[config.mk]
export PLATFORM = sky130hd
export DESIGN_NAME = code_nco_ctrl_flat
export DESIGN_NICKNAME = d
export VERILOG_FILES = /design/src/rtl/code_nco_ctrl_if.sv /design/src/rtl/code_nco_ctrl.sv /design/src/flat_wrapper.sv
export SDC_FILE = /design/constraint.sdc
export NUM_CORES = 1
export LEC_CHECK = 0
export CORE_AREA = 2 2 85 87
export DETAILED_ROUTE_END_ITERATION = 12
export DIE_AREA = 0 0 87 89
export PLACE_DENSITY = 0.83
export SETUP_SLACK_MARGIN = 0.2
export SYNTH_ARGS = -nofsm -noshare
export SYNTH_HDL_FRONTEND = slang
export SYNTH_SLANG_ARGS = --single-unit
export TNS_END_PERCENT = 5
[constraint.sdc]
create_clock -name clk -period 2.6 [get_ports clk]
set_clock_uncertainty 0.1 [all_clocks]
set_input_delay 0.26 -clock clk [delete_from_list [all_inputs] [get_ports clk]]
set_output_delay 0.26 -clock clk [all_outputs]
set_load 0.1 [all_outputs]
[src/rtl/code_nco_ctrl_if.sv]
// Control-side bundle for the code NCO sequencer: frequency requesters, slew
// requests, the NCO enable path and status strobes.
interface code_nco_ctrl_if;
  logic        hc_enable_in;
  logic        dump_enable;
  logic        sw_freq_valid;
  logic [27:0] sw_freq_data;
  logic        sw_freq_ready;
  logic        loop_freq_valid;
  logic [27:0] loop_freq_data;
  logic        loop_freq_ready;
  logic        slew_valid;
  logic [10:0] slew_count;
  logic        slew_ready;
  logic [27:0] f_control;
  logic        hc_enable_out;
  logic        freq_pending;
  logic        slew_busy;
  logic        upd_done;
  logic        slew_done;

  modport slave (
    input  hc_enable_in, dump_enable,
    input  sw_freq_valid, sw_freq_data,
    input  loop_freq_valid, loop_freq_data,
    input  slew_valid, slew_count,
    output sw_freq_ready, loop_freq_ready, slew_ready,
    output f_control, hc_enable_out, freq_pending, slew_busy,
    output upd_done, slew_done
  );

  modport master (
    output hc_enable_in, dump_enable,
    output sw_freq_valid, sw_freq_data,
    output loop_freq_valid, loop_freq_data,
    output slew_valid, slew_count,
    input  sw_freq_ready, loop_freq_ready, slew_ready,
    input  f_control, hc_enable_out, freq_pending, slew_busy,
    input  upd_done, slew_done
  );
endinterface

[src/rtl/code_nco_ctrl.sv]
// Code NCO sequencer: arbitrated frequency-word updates applied on dump
// boundaries, and code-phase slews that swallow half-chip enables.
module code_nco_ctrl #(
  parameter logic [27:0] F_DEFAULT = 28'h1A30552,
  parameter int unsigned MAX_SLEW  = 2046
) (
  input  logic           clk,
  input  logic           rst,
  code_nco_ctrl_if.slave nco
);

  localparam logic [10:0] MAX_SLEW_W = 11'(MAX_SLEW);

  typedef enum logic [1:0] {
    S_IDLE = 2'd0,
    S_ARM  = 2'd1,
    S_SLEW = 2'd2
  } state_e;

  state_e      state_q, state_d;
  logic [10:0] cnt_q, cnt_d;
  logic        slew_done_q, slew_done_d;
  logic [27:0] f_control_q, f_control_d;
  logic [27:0] shadow_q, shadow_d;
  logic        pend_q, pend_d;
  logic        upd_done_q, upd_done_d;

  logic        sw_acc, loop_acc, slew_acc;
  logic [10:0] slew_req;

  // Software wins; a colliding loop request sees ready low and simply holds.
  assign sw_acc   = nco.sw_freq_valid && !pend_q;
  assign loop_acc = nco.loop_freq_valid && !pend_q && !nco.sw_freq_valid;

  always_comb begin
    f_control_d = f_control_q;
    shadow_d    = shadow_q;
    pend_d      = pend_q;
    upd_done_d  = 1'b0;
    if (nco.dump_enable && pend_q) begin
      f_control_d = shadow_q;
      pend_d      = 1'b0;
      upd_done_d  = 1'b1;
    end
    // Accepts only happen with pend_q low, so they never race an apply.
    if (sw_acc) begin
      shadow_d = nco.sw_freq_data;
      pend_d   = 1'b1;
    end else if (loop_acc) begin
      shadow_d = nco.loop_freq_data;
      pend_d   = 1'b1;
    end
  end

  assign slew_acc = nco.slew_valid && (state_q == S_IDLE);
  assign slew_req = (nco.slew_count > MAX_SLEW_W) ? MAX_SLEW_W : nco.slew_count;

  always_comb begin
    state_d     = state_q;
    cnt_d       = cnt_q;
    slew_done_d = 1'b0;
    case (state_q)
      S_IDLE: begin
        if (slew_acc) begin
          cnt_d = slew_req;
          if (slew_req == 11'd0) slew_done_d = 1'b1;
          else                   state_d     = S_ARM;
        end
      end
      S_ARM: begin
        if (nco.dump_enable) state_d = S_SLEW;
      end
      S_SLEW: begin
        // cnt_q is never zero here: zero-length requests never leave IDLE.
        if (nco.hc_enable_in) begin
          cnt_d = cnt_q - 11'd1;
          if (cnt_q == 11'd1) begin
            state_d     = S_IDLE;
            slew_done_d = 1'b1;
          end
        end
      end
      default: state_d = S_IDLE;
    endcase
  end

  always_ff @(posedge clk) begin
    if (rst) begin
      state_q     <= S_IDLE;
      cnt_q       <= 11'd0;
      slew_done_q <= 1'b0;
      f_control_q <= F_DEFAULT;
      shadow_q    <= 28'd0;
      pend_q      <= 1'b0;
      upd_done_q  <= 1'b0;
    end else begin
      state_q     <= state_d;
      cnt_q       <= cnt_d;
      slew_done_q <= slew_done_d;
      f_control_q <= f_control_d;
      shadow_q    <= shadow_d;
      pend_q      <= pend_d;
      upd_done_q  <= upd_done_d;
    end
  end

  assign nco.sw_freq_ready   = !pend_q;
  assign nco.loop_freq_ready = !pend_q && !nco.sw_freq_valid;
  assign nco.slew_ready      = (state_q == S_IDLE);
  assign nco.slew_busy       = (state_q != S_IDLE);
  assign nco.hc_enable_out   = nco.hc_enable_in && (state_q != S_SLEW);
  assign nco.f_control       = f_control_q;
  assign nco.freq_pending    = pend_q;
  assign nco.upd_done        = upd_done_q;
  assign nco.slew_done       = slew_done_q;

endmodule
[src/flat_wrapper.sv]
// flat-port wrapper written by rule: the top's interface ports become plain ports
module code_nco_ctrl_flat 
#(
  parameter logic [27:0] F_DEFAULT = 28'h1A30552,
  parameter int unsigned MAX_SLEW  = 2046
)
  (clk, rst, nco_hc_enable_in, nco_dump_enable, nco_sw_freq_valid, nco_sw_freq_data, nco_loop_freq_valid, nco_loop_freq_data, nco_slew_valid, nco_slew_count, nco_sw_freq_ready, nco_loop_freq_ready, nco_slew_ready, nco_f_control, nco_hc_enable_out, nco_freq_pending, nco_slew_busy, nco_upd_done, nco_slew_done);
  code_nco_ctrl_if nco_i ();
  input  logic clk;
  input  logic rst;
  input wire logic [$bits(nco_i.hc_enable_in)-1:0] nco_hc_enable_in;
  input wire logic [$bits(nco_i.dump_enable)-1:0] nco_dump_enable;
  input wire logic [$bits(nco_i.sw_freq_valid)-1:0] nco_sw_freq_valid;
  input wire logic [$bits(nco_i.sw_freq_data)-1:0] nco_sw_freq_data;
  input wire logic [$bits(nco_i.loop_freq_valid)-1:0] nco_loop_freq_valid;
  input wire logic [$bits(nco_i.loop_freq_data)-1:0] nco_loop_freq_data;
  input wire logic [$bits(nco_i.slew_valid)-1:0] nco_slew_valid;
  input wire logic [$bits(nco_i.slew_count)-1:0] nco_slew_count;
  output wire logic [$bits(nco_i.sw_freq_ready)-1:0] nco_sw_freq_ready;
  output wire logic [$bits(nco_i.loop_freq_ready)-1:0] nco_loop_freq_ready;
  output wire logic [$bits(nco_i.slew_ready)-1:0] nco_slew_ready;
  output wire logic [$bits(nco_i.f_control)-1:0] nco_f_control;
  output wire logic [$bits(nco_i.hc_enable_out)-1:0] nco_hc_enable_out;
  output wire logic [$bits(nco_i.freq_pending)-1:0] nco_freq_pending;
  output wire logic [$bits(nco_i.slew_busy)-1:0] nco_slew_busy;
  output wire logic [$bits(nco_i.upd_done)-1:0] nco_upd_done;
  output wire logic [$bits(nco_i.slew_done)-1:0] nco_slew_done;
  assign nco_i.hc_enable_in = nco_hc_enable_in;
  assign nco_i.dump_enable = nco_dump_enable;
  assign nco_i.sw_freq_valid = nco_sw_freq_valid;
  assign nco_i.sw_freq_data = nco_sw_freq_data;
  assign nco_i.loop_freq_valid = nco_loop_freq_valid;
  assign nco_i.loop_freq_data = nco_loop_freq_data;
  assign nco_i.slew_valid = nco_slew_valid;
  assign nco_i.slew_count = nco_slew_count;
  assign nco_sw_freq_ready = nco_i.sw_freq_ready;
  assign nco_loop_freq_ready = nco_i.loop_freq_ready;
  assign nco_slew_ready = nco_i.slew_ready;
  assign nco_f_control = nco_i.f_control;
  assign nco_hc_enable_out = nco_i.hc_enable_out;
  assign nco_freq_pending = nco_i.freq_pending;
  assign nco_slew_busy = nco_i.slew_busy;
  assign nco_upd_done = nco_i.upd_done;
  assign nco_slew_done = nco_i.slew_done;
  code_nco_ctrl #(.F_DEFAULT(F_DEFAULT), .MAX_SLEW(MAX_SLEW)) u_core (.clk(clk), .rst(rst), .nco(nco_i));
endmodule
Yosys cells after proc, flatten, opt, wreduce, memory -nomap -nowiden
Cells that the tools add are included.

cells by class
  magnitude comparators = 1
  equal/unequal tests = 9
  reduce and logical (&&, ||, !) cells = 17
  muxes and demuxes = 21
  add/subtract/negate cells = 1

operator list
  cell                   count
  $mux 28                2
  $mux 11                3
  $pmux 11 s2            1
  $eq 11x1->1 const B    1
  $gt 11x11->1 const B   1
  $logic_not 11->1       1
  $sub 11x1->11 const B  1
  $mux 2                 5
  $mux 1                 8
  $ne 2x2->1 const B     4
  $logic_and 1x1->1      7
  $pmux 2 s3             1
  $reduce_bool 2->1      3
  $reduce_and 5->1       1
  $ne 2x1->1 const B     2
  $reduce_and 3->1       1
  $reduce_bool 3->1      1
  $eq 2x1->1 const B     1
  $eq 2x2->1 const B     1
  $logic_not 1->1        2
  $logic_not 2->1        1
  $pmux 1 s2             1

storage, ports and cells
  logic and storage cells = 56
  register bits after elaboration = 72

Longest topological paths before layout
  word-level depth = 6
  gate-level depth with buffers = 6
  gate-level depth less buffers = 6

Least setup slack after synthesis
OpenSTA, ideal clock, no wires.

  path type = register to output
  from = register u_core.state_q[0]
  to = output port nco_slew_busy
  cell stages (with the launch flop) = 4
  required time = 2,240 ps
  setup slack = -561 ps
  path buffers = 1
  arrival = 2,801 ps
  cell sequence = dfxtp_1 -> clkbuf_1 -> nor2_1 -> inv_1

on the way
  word-level cells in the longest chain between the ends = 1

RTL lines
  element                 line                  text
  start, declared         code_nco_ctrl.sv:20   state_e state_q, state_d;
  start signal, assigned  code_nco_ctrl.sv:97   state_q <= state_d;
  $reduce_bool 2->1       code_nco_ctrl.sv:110  assign nco.slew_busy = (state_q != S_IDLE);
  end, declared           flat_wrapper.sv:25    output wire logic [$bits(nco_i.slew_busy)-1:0] nco_slew_busy;

No other way between the ends.

Worst setup path in the final report
  from = register u_core.cnt_q[0]
  to = register u_core.cnt_q[8]

on the way
  word-level cells in the longest chain between the ends = 3

RTL lines
  element                 line                 text
  start, declared         code_nco_ctrl.sv:21  logic [10:0] cnt_q, cnt_d;
  start signal, assigned  code_nco_ctrl.sv:98  cnt_q <= cnt_d;
  $sub 11x1->11           code_nco_ctrl.sv:76  cnt_d = cnt_q - 11'd1;
  $mux 11                 code_nco_ctrl.sv:75  if (nco.hc_enable_in) begin
  $pmux 11 s2             code_nco_ctrl.sv:62  case (state_q)

No other way between the ends. The select of a mux whose other input is x is not followed.
A chain may end at the register's enable or synchronous reset.

==> results_dict.tcl <==
set metrics [dict create \
    worst_slack_ps 577 \
    worst_pin_slew_ps 726 \
    relSlewSlack 0.514 \
    die_x_um 87 \
    critical_path_arrival_ps 2200 \
    insertion_delay_ps 340 \
    initial_core_util 0.484 \
    fin_tns_setup_ps 0 \
    hp-start "u_core.shadow_q[18]$_SDFFE_PP0P_" \
    num_vias 3179 \
    status "finished clean" \
    cp-end-kind "flip-flop" \
    io_buffers 109 \
    die_area_mm2 0.00774 \
    fp.dieH_um 89 \
    grt_overflow 0 \
    htree_num_levels 3 \
    clkSinkCount 72 \
    layout_commonest_cell "nor2_1" \
    cts_resized 0 \
    path_class "reg -> reg" \
    synth_area_mm2 0.00325 \
    postSynthAreaPerCell_um2 7.99 \
    post_cts_buffers 0 \
    diodes 0 \
    async_flop_share 0 \
    worst_setup_path_start_kind "flip-flop" \
    cts_hold_buf 0 \
    finalSetupViolCount 0 \
    r2r_setup_slack_ps 580 \
    p_leak_nw 1.82 \
    drt_wl_total_mm 8.81 \
    grt_pass1_wl_mm 13.8 \
    seq_area_frac_synth 0.443 \
    cts_inserted_buffers 9 \
    finalNetCount 582 \
    finalCritPeriodShare 0.778 \
    viasPerCell 5.38 \
    dp_hpwl_mm 6.48 \
    cts_tree "built" \
    min_path_cells 1 \
    layout_common_cells "88 x nor2_1, 72 x clkdlybuf4s50_1, 72 x dfxtp_1, 44 x a21oi_1, 42 x buf_4" \
    dp_slack_ps 447 \
    ff_latch_area_mm2 0.00144 \
    netlist_instances 407 \
    ys_seq_elements 72 \
    synth_top_area_share 0.443 \
    ys_warn_count 0 \
    cp.required_ps 2770 \
    antenna_found_initial 0 \
    drive_gt1_frac 0.133 \
    synthesis.nets 483 \
    ios 110 \
    fin_crit_ps 2020 \
    synth.distinct_cells 47 \
    hold_end "u_core.nco.f_control[18]$_SDFFE_PP0P_" \
    final_util 0.677 \
    grt_max_degree 39 \
    reg2reg_to "u_core.cnt_q[8]$_SDFFE_PP0P_" \
    ir_worst_vdd_mv 0.292 \
    grt_pass1_vias 2930 \
    synth_ff_type "dfxtp_1" \
    synth-edff-count 0 \
    fmax_mhz 494 \
    hp-class "reg -> reg" \
    cts.path.max_buffers 2 \
    drv_slew 0 \
    p_per_area_mw_per_mm2 663 \
    cts.clk_slew.worst_paths_ps 70 \
    dr.pass1.iters 4 \
    remaining_drc_errors 0 \
    worstReg2RegStart "u_core.cnt_q[0]$_SDFFE_PP0P_" \
    core_area_mm2 0.00672 \
    multiInputGateArea_mm2 0.00166 \
    maxCapViolations 0 \
    rsz0062_at_grt "no" \
    yosysTopAreaCell "dfxtp_1" \
    synth_area_leaders "dfxtp_1 44%, nor2_1 10%, a21oi_1 6.8%" \
    drtIter0Drc 92 \
    fill_cells 547 \
    grt_use_total 0.230 \
    crit_path_max_fanout 7 \
    detail-route-antenna-nets 0 \
    root_buffer "clkbuf_8" \
    hold_viol 0 \
    row_count 30 \
    wire_per_inst_um 14.9 \
    place.gp.congestion 0.883 \
    r2r_cells 6 \
    area_delta_synth_final_pct 39.9 \
]
[power by group]
part           switching [mW]  internal, mW
combinational           0.470         0.280
clock                   0.392         0.620
sequential             0.0678          1.19
[critical path, cell delays in order, from the launching register on]
cell,delay [ps]
dfxtp_1,350
inv_1,110
ha_1,310
nor4b_1,590
a41o_1,270
nand2_1,60
a21oi_1,180
[how the worst max path moves through the flow]
stage / slack (ps) / start / cells after the start / to
final: 580 / u_core.cnt_q[0]$_SDFFE_PP0P_ / 6 / u_core.cnt_q[8]$_SDFFE_PP0P_
after floorplan: 140 / u_core.state_q[0]$_SDFFE_PP0P_ / 3 / nco_slew_busy
after CTS: 590 / u_core.cnt_q[0]$_SDFFE_PP0P_ / 6 / u_core.cnt_q[8]$_SDFFE_PP0P_
after detailed placement: 450 / nco_dump_enable / 5 / u_core.nco.f_control[11]$_SDFFE_PP0P_
after global routing: 430 / u_core.cnt_q[0]$_SDFFE_PP0P_ / 6 / u_core.cnt_q[10]$_SDFFE_PP0P_
after global placement: 520 / nco_dump_enable / 5 / u_core.nco.f_control[14]$_SDFFE_PP0P_
[routing by layer]
metal,up-vias,routed length (um),part of all wire,GRT usage
li1,1615,-,-,-
met1,1439,3680,0.42,0.268
met2,110,4390,0.50,0.401
met3,15,569,0.065,0.0572
met4,0,170,0.019,0.101
met5,-,0,0,0
[cells in the mapped netlist (3+ instances only)]
master    count
a211oi_1      3
a21oi_1      44
a22o_1       19
buf_2         7
clkbuf_1     20
dfxtp_1      72
inv_1         8
mux2i_1       3
nand2_1      11
nand2b_1      3
nand3_1       4
nand4_1       4
nor2_1       90
nor2b_1      32
nor3_1       31
nor4b_1       3
o21a_1        3
o21ai_0       6
o22a_1       10
o22ai_1       3
[layout make-up]
class,instances,area share
clock buffers,14,0.0379
clock inverters,2,0.0132
inverters,9,0.00742
multi-input cells,297,0.365
flip-flops and latches,72,0.317
well taps,80,0.0220
repair buffers,117,0.238
[state kept, by name (all words and copies together), names as in the netlist]
signal	flops
u_core.nco.f_control	28
u_core.nco.slew_done	1
u_core.nco.freq_pending	1
u_core.shadow_q	28
u_core.nco.upd_done	1
u_core.cnt_q	11
u_core.state_q	2
[stage by stage]
step                      power (mW)  instances  area (um^2)  hold slack, ps
final                           3.02        591         4550             368
after global routing            3.14        591         4550             388
after CTS                       3.02        591         4550             368
after detailed placement        2.03        575         4320             353
after global placement          2.01        575         4320             349
after floorplan                 1.77        407         3260             328
[logic make-up (layout without fill, tap and decap cells)]
group / count (synthesis) / in the layout / synth area share
muxes: 4 / 4 / 0.0127
buffers and inverters: 38 / 142 / 0.0477
AOI/OAI and AO/OA: 99 / 99 / 0.203
DFF: 72 / 72 / 0.443
adders and majority gates: 2 / 2 / 0.00769
and+or+nand+nor: 192 / 192 / 0.286
(Power assumes the default switching activity.)
